`config.mk`:
```
export PLATFORM = sky130hd
export DESIGN_NAME = eprom_write_arbiter
export DESIGN_NICKNAME = d
export VERILOG_FILES = /design/src/rtl/eprom_write_arbiter.sv
export SDC_FILE = /design/constraint.sdc
export NUM_CORES = 1
export LEC_CHECK = 0
export ABC_AREA = 1
export CAP_MARGIN = 20
export CELL_PAD_IN_SITES_DETAIL_PLACEMENT = 0
export CELL_PAD_IN_SITES_GLOBAL_PLACEMENT = 1
export CORE_ASPECT_RATIO = 1.5
export CORE_MARGIN = 10
export CORE_UTILIZATION = 32
export DETAILED_ROUTE_END_ITERATION = 16
export PLACE_DENSITY = 0.9
export SYNTH_ARGS = -nofsm -noshare
export SYNTH_HDL_FRONTEND = slang
export SYNTH_SLANG_ARGS = --single-unit
```
`constraint.sdc`:
```
create_clock -name clk -period 1.7 [get_ports clk]
set_input_delay 0.34 -clock clk [delete_from_list [all_inputs] [get_ports clk]]
set_output_delay 0.34 -clock clk [all_outputs]
set_load 0.005 [all_outputs]
```
`src/rtl/eprom_write_arbiter.sv`:
```
// Round-robin arbiter sharing one serial EPROM byte writer among NREQ requesters.
// Launches a single-cycle start strobe, waits for the writer's ack or a watchdog timeout, then pulses done.
module eprom_write_arbiter #(
   parameter int unsigned NREQ    = 2,
   parameter int unsigned TIMEOUT = 64
) (
   input  logic              clk,
   input  logic              rst,
   input  logic [NREQ-1:0]   req,
   input  logic [8*NREQ-1:0] req_addr,
   input  logic [8*NREQ-1:0] req_data,
   output logic [NREQ-1:0]   gnt,
   output logic [NREQ-1:0]   done,
   output logic              err,
   output logic              busy,
   output logic              wr_ctrl,
   output logic [7:0]        wr_address,
   output logic [7:0]        wr_data,
   input  logic              wr_ack
);

   localparam int unsigned PW     = (NREQ > 1) ? $clog2(NREQ) : 1;
   localparam int unsigned TW     = $clog2(TIMEOUT);
   localparam int          NREQ_I = int'(NREQ);

   typedef enum logic [1:0] {IDLE, LAUNCH, WAIT, DONE} state_t;

   state_t          state;
   logic [PW-1:0]   ptr;
   logic [PW-1:0]   winner;
   logic [TW-1:0]   timer;

   logic [PW-1:0]   pick_c;
   logic            found_c;
   int              pos;

   // Search from the highest offset down so the first requester at or after ptr wins.
   always_comb begin
      pick_c  = '0;
      found_c = 1'b0;
      pos     = 0;
      for (int k = 0; k < NREQ_I; k++) begin
         pos = (int'(ptr) + NREQ_I - 1 - k) % NREQ_I;
         if (req[PW'(pos)]) begin
            pick_c  = PW'(pos);
            found_c = 1'b1;
         end
      end
   end

   always_ff @(posedge clk or negedge rst) begin
      if (!rst) begin
         state      <= IDLE;
         ptr        <= '0;
         winner     <= '0;
         timer      <= '0;
         gnt        <= '0;
         done       <= '0;
         err        <= 1'b0;
         busy       <= 1'b0;
         wr_ctrl    <= 1'b0;
         wr_address <= '0;
         wr_data    <= '0;
      end else begin
         case (state)
            IDLE: begin
               if (found_c) begin
                  winner     <= pick_c;
                  wr_address <= req_addr[{pick_c, 3'b000} +: 8];
                  wr_data    <= req_data[{pick_c, 3'b000} +: 8];
                  gnt        <= NREQ'(1) << pick_c;
                  wr_ctrl    <= 1'b1;
                  busy       <= 1'b1;
                  state      <= LAUNCH;
               end
            end
            LAUNCH: begin
               wr_ctrl <= 1'b0;
               timer   <= '0;
               state   <= WAIT;
            end
            WAIT: begin
               // A late ack in the final watchdog cycle still counts as success.
               if (wr_ack) begin
                  done  <= NREQ'(1) << winner;
                  err   <= 1'b0;
                  state <= DONE;
               end else if (timer == TW'(TIMEOUT - 1)) begin
                  done  <= NREQ'(1) << winner;
                  err   <= 1'b1;
                  state <= DONE;
               end else begin
                  timer <= timer + TW'(1);
               end
            end
            DONE: begin
               gnt   <= '0;
               done  <= '0;
               err   <= 1'b0;
               busy  <= 1'b0;
               ptr   <= (winner == PW'(NREQ - 1)) ? '0 : winner + PW'(1);
               state <= IDLE;
            end
            default: state <= IDLE;
         endcase
      end
   end

endmodule
```
==> results of run 1 <==
==> layout make-up <==
| cell class | instances | area [um^2] | share of cell area |
|---|---|---|---|
| Sequential cell | 33 | 825.8 | 0.3450 |
| Clock buffer | 7 | 96.34 | 0.04025 |
| Clock inverter | 1 | 5.005 | 0.002091 |
| Tap cell | 66 | 82.58 | 0.03450 |
| Inverter | 16 | 62.56 | 0.02614 |
| Timing Repair Buffer | 63 | 618.1 | 0.2582 |
| Multi-Input combinational cell | 140 | 703.2 | 0.2938 |
==> layer usage <==
| layer | GRT usage | vias up | wire, um |
|---|---|---|---|
| li1 | - | 779 | - |
| met1 | 0.1175 | 727 | 1895 |
| met2 | 0.1999 | 36 | 2415 |
| met3 | 0.02508 | 7 | 186 |
| met4 | 0.04370 | 0 | 92 |
| met5 | 0 | - | 0 |
==> state kept, by name, indices dropped and copies added, names as in the netlist <==
signal	count
wr_address	8
wr_ctrl	1
done	2
winner	1
wr_data	8
gnt	2
ptr	1
busy	1
timer	6
state	2
err	1
==> cells in the mapped netlist (2+ instances only) <==
master / count
nand2_1: 51
dfrtp_1: 33
o21ai_0: 21
o21ai_1: 18
a21oi_1: 17
inv_1: 14
nand3_1: 13
nor2_1: 6
buf_2: 5
ha_1: 5
buf_6: 2
o22ai_1: 2
==> path summary, 6_finish.rpt <==
kind,to,cells past startpoint,startpoint,slack [ns]
min in group clk,done[0],2,done[0],0.48
hold reg to reg,done[0],2,done[0],0.48
max in group asynchronous,wr_address[4],2,rst,0.93
hold / removal,wr_address[7],2,rst,0.46
setup / recovery,wr_address[3],1,wr_address[3],0.17
setup reg to reg,wr_data[3],6,state[0],0.25
==> logic make-up after synthesis <==
group	count (synthesis)
compound gates	60
xor+xnor	1
buf+inv	24
flops	33
fa+ha+maj	5
simple gates	74
==> through the flow <==
step	util	area, um^2
floorplan	-	1647
global placement	0.4653	2292
detailed placement	0.4653	2292
CTS	0.4859	2394
global route	0.4859	2394
finish	0.4859	2394
==> power breakdown <==
| part | total, mW | internal [mW] | switching (mW) |
|---|---|---|---|
| Clock | 0.642 | 0.366 | 0.276 |
| Sequential | 1.29 | 1.10 | 0.189 |
| Combinational | 1.70 | 0.827 | 0.871 |
==> results.tsv, run 1 <==
stage	metric	value	unit
status	status	complete, no violations	
synthesis	Yosys cell types	22	
setup_path	Max FO, Critical Path	2	
synthesis	Cells after Synth	197	
routing	Iteration-0 DRC Markers	72	
clocking	Root Buffer	clkbuf_8	
timing	Slew @ Worst Pin	0.5496	ns
grt	initial antenna violation count	0	
grt	global route total overflow	0	
setup_path	Worst path slowest cell	clkdlybuf4s50_1	
clocking	Clock Path Buffers	2	
timing	setup TNS	0	ns
timing	relative slew slack	0.6332	
setup_path	CP delay by family, top	buffers and inverters	
synthesis	sequential element share of the synthesized area	0.5015	
final_layout	Finished Layout Cells	326	
pwr	maximum VDD drop	0.0006998	V
setup_path	CP Capture Type	output pin	
routing	number of vias per cell	4.752	
floorplanning	row cnt	31	
clocking	Inserted Clock Buffers	5	
setup_path	CP required	1.36	ns
pwr	Power, Total	3.630	mW
clocking	Setup Fix Bufs, Post-CTS	0	
pwr	leakage	1.088	nW
place	Port Buffers	58	
timing	Max Slew Vio Count	0	
synthesis	Async SR Flop Fraction	1.000	
synthesis	adder-cell share of the synthesized area	0.03799	
synthesis	synth top area cells	dfrtp_1 (50%), nand2_1 (12%), o21ai_0 (6.4%)	
synthesis	Simple-Gate Fraction of Synth Area	0.1900	
floorplanning	core area	4926	um^2
synthesis	EDFF count, synth	0	
grt	vias in the first global route	1570	
grt	GRT Util Overall	0.1095	
final_layout	diodes inserted	0	
synthesis	FF+latch count, synth	33	
routing	final WL	4589	um
final_layout	synthesis-to-layout area growth	45.37	%
clocking	H-tree depth	2	
setup_path	startpoint class of the critical path	flop	
synthesis	post-synth top area share	0.5015	
timing	fin crit period	1.526	ns
final_layout	most frequent cells in the layout	clkdlybuf4s50_1 (58), nand2_1 (51), dfrtp_1 (33)	
floorplanning	Die Y	107.9	um
routing	post-DR wirelength/cell	14.08	um
timing	final worst slack	0.1737	ns
timing	final hold slack	0.4612	ns
pwr	pwr dens	1517	nW/um^2
floorplanning	Die W	78.57	um
routing	DR vias	1549	
synthesis	Mapped Area	1647	um^2
synthesis	syn_area_per_cell	8.358	um^2
timing	Hold Vio Cnt, Final	0	
synthesis	XOR/XNOR Fraction of Synth Area	0.005319	
setup_path	cells along the critical path	clkdlybuf4s50_1	
setup_path	Setup Crit Path Kind	flop to output pin	
clocking	CTS Sinks	33	
synthesis	post-synthesis compound-gate area fraction	0.1938	
setup_path	buffer and inverter count on the worst path	1	
synthesis	syn_nets	239	
clocking	clock latency on the worst-skew pair	0.28	ns
synthesis	dominant synthesized flop cell	dfrtp_1	
final_layout	fillers	499	
floorplanning	DIE AREA	8474	um^2
clocking	post-CTS sizing	0	
timing	setup repair after global routing missed its margin	no	
final_layout	nets@finish	301	
synthesis	largest area contributor in the synthesized netlist	dfrtp_1	
place	GPL Wtd Cong	0.8106	
timing	Fmax	0.6552	GHz
timing	Final Setup Violations	0	
setup_path	CP max stage delay	0.52	ns
place	Post-Place Cells	318	
place	hpwl dp	3573	um
routing	Final ANT Viol Nets	0	
place	dpl ws	0.09296	ns
timing	final worst-path cycle share	0.8979	
synthesis	multiplexer share of the synthesized area	0	
hold_path	HP Class	input port to async pin	
synthesis	largest family of logic cells by synthesized area	compound AO/OA/AOI/OAI gates	
final_layout	layout cells sized above 1	0.06923	
grt	largest net degree at the start of global routing	34	
run	max cap viols	0	
clocking	# hold bufs at CTS	0	
grt	first-pass GRT wire length	7555	um
synthesis	YS warnings	0	
routing	drt pass-1 iters	4	
final_layout	commonest non-fill, non-tap cell in the layout	clkdlybuf4s50_1	
clocking	CTS tree	yes	
floorplanning	I/O pin count	60	
clocking	CTS clk-pin slew, worst paths	0.07	ns
routing	DR DRC count	0	
timing	Setup Skew	0.003098	ns
floorplanning	Initial Util	0.3343	
setup_path	CP Data Arrival Time	1.19	ns
Note: power is estimated with default switching activity, not from simulation.
==> run 2, diff against run 1 <==
--- a/config.mk
+++ b/config.mk
@@ -14,6 +14,7 @@
 export CORE_UTILIZATION = 32
 export DETAILED_ROUTE_END_ITERATION = 16
 export PLACE_DENSITY = 0.9
+export SKIP_LAST_GASP = 1
 export SYNTH_ARGS = -nofsm -noshare
 export SYNTH_HDL_FRONTEND = slang
 export SYNTH_SLANG_ARGS = --single-unit
==> results of run 2 <==
No change in the layout: final DEF, timing and power equal those of run 1.
==> run 3, diff against run 2 <==
--- a/config.mk
+++ b/config.mk
@@ -14,6 +14,7 @@
 export CORE_UTILIZATION = 32
 export DETAILED_ROUTE_END_ITERATION = 16
 export PLACE_DENSITY = 0.9
+export SETUP_SLACK_MARGIN = 0.3
 export SKIP_LAST_GASP = 1
 export SYNTH_ARGS = -nofsm -noshare
 export SYNTH_HDL_FRONTEND = slang
==> results.tsv, run 3 (synthesized netlist as in run 1, its figures left out) <==
stage	metric	value	unit	change
status	status	complete, no violations		unchanged
setup_path	CP startpoint	timer[0]		was wr_address[3]
pwr	Clk pwr share	0.177		about the same
place	hpwl dp	3573	um	unchanged
timing	Setup Skew	0.004383	ns	was 0.003098 ns
place	Port Buffers	58		unchanged
place	Area after DPL	2292	um^2	unchanged
final_layout	biggest regs	wr_address (8), wr_data (8), timer (6)		unchanged
clocking	CTS Sinks	33		unchanged
timing	Fmax	0.7584	GHz	was 0.6552 GHz
routing	DR vias	1577		was 1549
pwr	sequential power share	0.359		was 0.356
routing	Final ANT Viol Nets	0		unchanged
timing	Hold Vio Cnt, Final	0		unchanged
setup_path	CP Data Arrival Time	1.49	ns	was 1.19 ns
routing	final WL	4762	um	was 4589 um
pwr	Comb pwr share	0.464		was 0.468
pwr	internal power	2.218	mW	was 2.294 mW
routing	DR DRC count	0		unchanged
timing	relative slew slack	0.6316		was 0.6332
pwr	sw frac	0.3856		was 0.3681
pwr	Sw Pwr	1.392	mW	was 1.336 mW
grt	initial antenna violation count	0		unchanged
final_layout	most frequent cells in the layout	nand2_1 (48), clkdlybuf4s50_1 (35), dfrtp_1 (33)		was clkdlybuf4s50_1 (58), nand2_1 (51), dfrtp_1 (33)
pwr	leakage	1.162	nW	was 1.088 nW
grt	global route total overflow	0		unchanged
routing	drt pass-1 iters	4		unchanged
floorplanning	core area	4926	um^2	unchanged
final_layout	nets@finish	304		was 301
clocking	Root Buffer	clkbuf_8		unchanged
routing	number of vias per cell	4.793		was 4.752
setup_path	crit-path most repeated cell	nand2_1		
final_layout	synthesis-to-layout area growth	48.56	%	was 45.37%
setup_path	startpoint class of the critical path	flop		unchanged
final_layout	fin area	2446	um^2	was 2394 um^2
timing	Final Setup Violations	0		unchanged
place	GPL Wtd Cong	0.8106		unchanged
setup_path	buffer and inverter count on the worst path	0		was 1
timing	setup repair after global routing missed its margin	no		unchanged
setup_path	CP required	1.87	ns	was 1.36 ns
final_layout	fillers	499		unchanged
pwr	pwr dens	1476	nW/um^2	was 1517 nW/um^2
setup_path	Setup Crit Path Kind	flop to flop		was flop to output pin
setup_path	CP Capture Type	flop		was output pin
floorplanning	DIE AREA	8474	um^2	unchanged
clocking	H-tree depth	2		unchanged
final_layout	layout cells sized above 1	0.1103		was 0.06923
floorplanning	I/O pin count	60		unchanged
setup_path	cells along the critical path	ha_4 -> nand3_4 -> o21bai_4 -> nand2_1 -> nand2_1 -> nand2_1		was clkdlybuf4s50_1
run	max cap viols	0		unchanged
floorplanning	Die Y	107.9	um	unchanged
final_layout	commonest non-fill, non-tap cell in the layout	nand2_1		was clkdlybuf4s50_1
setup_path	Worst R2R Start	timer[0]		was state[0]
timing	setup TNS	0	ns	unchanged
timing	Max Slew Vio Count	0		unchanged
final_layout	area of the multi-input gates	764.5	um^2	was 703.2 um^2
timing	final worst-path cycle share	0.7756		was 0.8979
pwr	maximum VDD drop	0.0006722	V	was 0.0006998 V
routing	post-DR wirelength/cell	14.47	um	was 14.08 um
setup_path	CP max stage delay	0.45	ns	was 0.52 ns
grt	first-pass GRT wire length	7624	um	was 7555 um
floorplanning	Initial Util	0.3343		unchanged
timing	fin crit period	1.319	ns	was 1.526 ns
clocking	# hold bufs at CTS	0		unchanged
clocking	CTS tree	yes		unchanged
final_layout	diodes inserted	0		unchanged
timing	Slew @ Worst Pin	0.5521	ns	was 0.5496 ns
setup_path	CP delay by family, top	flip-flops		was buffers and inverters
floorplanning	Die W	78.57	um	unchanged
clocking	clock latency on the worst-skew pair	0.28	ns	about the same
final_layout	FF/Latch Area	825.8	um^2	unchanged
routing	Iteration-0 DRC Markers	70		was 72
grt	vias in the first global route	1580		was 1570
clocking	Inserted Clock Buffers	5		unchanged
grt	GRT Util Overall	0.1107		was 0.1095
floorplanning	row cnt	31		unchanged
setup_path	Worst path slowest cell	dfrtp_1		was clkdlybuf4s50_1
setup_path	Max FO, Critical Path	7		was 2
grt	largest net degree at the start of global routing	34		unchanged
clocking	Clock Path Buffers	2		unchanged
hold_path	HP Class	input port to async pin		unchanged
clocking	CTS clk-pin slew, worst paths	0.06	ns	was 0.07 ns
[run 3: worst register-to-register path, delay by kind of cell (launching register included)]
kind / cells / cell delay (ns)
and+or+nand+nor: 4 / 0.32
adders and majority gates: 1 / 0.20
DFF: 1 / 0.45
AOI/OAI and AO/OA: 1 / 0.23
[run 3: routing by layer]
metal,wire length [um],vias up,part of all wire,track usage
met1,1906,738,0.40,0.1175
li1,-,789,-,-
met3,215,9,0.045,0.02508
met4,109,0,0.023,0.04370
met2,2531,41,0.53,0.2040
met5,0,-,0,0
[run 3: worst paths after layout]
check	endpoint	slack, ns	depth (start not counted)
worst min register to register	err	0.48	2
worst max register to register	state[0]	0.38	6
worst max-delay path	state[0]	0.38	6
worst min-delay path	timer[3]	0.46	2
min in group clk	err	0.48	2
max in group asynchronous	wr_data[4]	0.92	2
[run 3: layout make-up]
type | count | share of cell area
sequential | 33 | 0.3376
multi-input combinational | 141 | 0.3125
timing repair buffer | 65 | 0.2471
clock buffer | 7 | 0.03939
tap | 66 | 0.03376
inverter | 16 | 0.02762
clock inverter | 1 | 0.002046
[run 3: through the flow]
step	utilization	power [mW]	setup slack [ns]	instances	hold slack (ns)
2_1_floorplan	-	2.192	0.4199	197	0.04441
3_3_place_gp	0.4653	2.991	0.1340	318	0.4564
3_5_place_dp	0.4653	3.024	0.09296	318	0.4712
4_1_cts	0.4834	3.525	0.3254	327	0.4807
5_1_grt	0.4966	3.931	0.2718	329	0.4937
6_report	0.4966	3.610	0.3814	329	0.4631
[run 3: what timing repair did]
| item | CTS | global route |
|---|---|---|
| gates cloned | 1 | 0 |
| endpoints found under the setup margin | 34 | 29 |
| pin swaps | 1 | 1 |
| resized for setup | 25 | 16 |
| setup buffers | 0 | 2 |
[run 3: power by group through the flow]
stage	clock (mW)	combinational (mW)	sequential [mW]
floorplan	0	0.889	1.30
global placement	0	1.70	1.30
detailed placement	0	1.72	1.30
CTS	0.662	1.58	1.28
global route	0.696	1.89	1.34
finish	0.640	1.67	1.30
==> RTL change (settings of run 1) <==
The 4 states of `state_t` get a Gray code encoding in 2 bits.
--- a/src/rtl/eprom_write_arbiter.sv
+++ b/src/rtl/eprom_write_arbiter.sv
@@ -25,3 +25,3 @@
 
-   typedef enum logic [1:0] {IDLE, LAUNCH, WAIT, DONE} state_t;
+   typedef enum logic [1:0] {IDLE = 2'b00, LAUNCH = 2'b01, WAIT = 2'b11, DONE = 2'b10} state_t;
 
Behaviour: same outputs for any inputs over 10 cycles, from zero or initial values and one cycle with rst low; not proved beyond that.
==> RTL change against run 1 <==
Sequential cell count unchanged; count of clock-buffer cells in the layout down 1; total power down 8.7%; worst hold slack worse by 390 ps; setup slack better by 30 ps; combinational power decreased by 15%; non-clock buffer count increased by 1; routed wire length is 11% lower; area after synthesis down 7.7%; cell area is 5.6% lower; final cell count is 4.0% lower; critical path depth unchanged; highest routed layer unchanged.
==> RTL change: results (changes against run 1) <==
syn_nets: 221  # was 239
leakage_nw: 1.00  # was 1.09 nW
place_ws_ps: 75.4  # was 93.0 ps
internal_power_mw: 2.16  # was 2.29 mW
critPathSlowestCell: "clkdlybuf4s50_1"  # unchanged
async_reset_ff_share_pct: 100  # unchanged
place_hpwl_um: 3100  # was 3570 µm
drive_gt1_share_pct: 9.24  # was 6.92%
cts_htree_levels: 2  # unchanged
fin_nets: 286  # was 301
numCtsBuffers: 5  # unchanged
synth_xor_area_share_pct: 0.576  # was 0.532%
grt_usage_pct: 10.8  # was 10.9%
gp_congestion: 0.768  # was 0.811
vias_per_cell: 4.52  # was 4.75
cpPeakStageDelay_ps: 540  # was 520 ps
grt_pass1_vias: 1434  # was 1570
n_antenna_cell: 0  # unchanged
synthMuxAreaShare_pct: 0  # unchanged
hold_class: "in -> async"  # unchanged
dpl-instance-area_um2: 2180  # was 2290 µm²
reg.largest.list: "wr_address: 8 flops, wr_data: 8 flops, timer: 6 flops"  # unchanged
maxCapViolCount: 0  # unchanged
antenna_found_initial: 0  # unchanged
grt_max_degree: 34  # unchanged
ys_top_cells_by_area: "dfrtp_1 (54%), nand2_1 (11%), a21oi_1 (11%)"  # was dfrtp_1 (50%), nand2_1 (12%), o21ai_0 (6.4%)
first_iter_violations: 46  # was 72
grt-ovfl-total: 0  # unchanged
dr.pass1.iters: 4  # unchanged
clk_latency_ps: 280  # about the same
synthDistinctLibCells: 18  # was 22
detail_route.wl_per_cell_um: 13.0  # was 14.1 µm
critPathTopFamily: "buffers and inverters"  # unchanged
crit_fanout: 2  # unchanged
vdd_drop_max_uv: 703  # was 700 µV
clock_skew_ps: 5.32  # was 3.10 ps
cts_root_buffer: "clkbuf_8"  # unchanged
synthAdderAreaFrac_pct: 0.823  # was 3.80%
cts.repair.resized: 0  # unchanged
status: "completed"  # unchanged
synth_flop_cell: "dfrtp_1"  # unchanged
portBuffers: 58  # unchanged
worstMarginPinSlew_ps: 430  # was 550 ps
clk_pin_slew_ps: 70  # about the same
synth-compound-area-share_pct: 15.3  # was 19.4%
grt_pass1_wl_um: 7020  # was 7560 µm
clk_path_buf_depth: 2  # unchanged
nFillCells: 461  # was 499
cp.arrival_ps: 1160  # was 1190 ps
post_cts_buffers: 0  # unchanged
yosysWarnings: 0  # unchanged
synth-seq-area-share_pct: 54.3  # was 50.2%
synthTopCellsByCount: "nand2_1 (46), a21oi_1 (34), dfrtp_1 (33)"  # was nand2_1 (51), dfrtp_1 (33), o21ai_0 (21)
-- RTL change: cell types whose count changed in the layout (fill, tap and decap cells not counted), moves of 4 or more --
cell	before	now
o21ai_1	18	0
a21oi_1	17	34
nor2_1	6	20
o21ai_0	21	11
nand2_1	51	46
ha_1	5	1
nand3_1	13	9
-- RTL change: path summary, 6_finish.rpt --
path / startpoint / end / slack [ps] / depth (start not counted)
max reg2reg: timer[0]$_DFFE_PN0P_ / done[0]$_DFFE_PN0P_ / 380 / 8
max in group asynchronous: rst / err$_DFFE_PN0P_ / 1310 / 2
max: wr_data[0]$_DFFE_PN0P_ / wr_data[0] / 200 / 1
min: rst / timer[3]$_DFFE_PN0P_ / 70 / 2
min in group clk: busy$_DFFE_PN0P_ / busy$_DFFE_PN0P_ / 480 / 2
min reg2reg: busy$_DFFE_PN0P_ / busy$_DFFE_PN0P_ / 480 / 2
-- RTL change: logic make-up after synthesis --
group           count (synthesis)
compound gates                 46
fa+ha+maj                       1
flops                          33
simple gates                   80
buf+inv                        22
xor+xnor                        1
-- RTL change: cell type report --
class / count / area [µm²] / share of cell area, %
Multi-Input combinational cell: 128 / 589 / 26.1
Sequential cell: 33 / 826 / 36.6
Inverter: 16 / 60.1 / 2.66
Clock buffer: 6 / 72.6 / 3.21
Clock inverter: 2 / 10.0 / 0.443
Tap cell: 64 / 80.1 / 3.55
Timing Repair Buffer: 64 / 621 / 27.5
-- RTL change: power groups by stage --
stage          logic [mW]  clock network (mW)  registers [mW]
2_1_floorplan       0.670                   0            1.31
3_3_place_gp         1.48                   0            1.30
3_5_place_dp         1.49                   0            1.31
4_1_cts              1.50               0.589            1.29
5_1_grt              1.65               0.624            1.35
6_report             1.45               0.568            1.29
-- RTL change: per-layer routing --
metal	global-route usage [%]	vias to the layer above	routed length, µm
li1	-	717	-
met1	11.8	649	1730
met2	17.5	43	2030
met3	4.41	5	261
met4	5.33	0	63
met5	0	-	0
-- RTL change: stage by stage --
step | util, % | instances
after floorplan | - | 183
after global placement | 47.5 | 305
after detailed placement | 47.5 | 305
after CTS | 49.3 | 313
after global routing | 49.3 | 313
final | 49.3 | 313
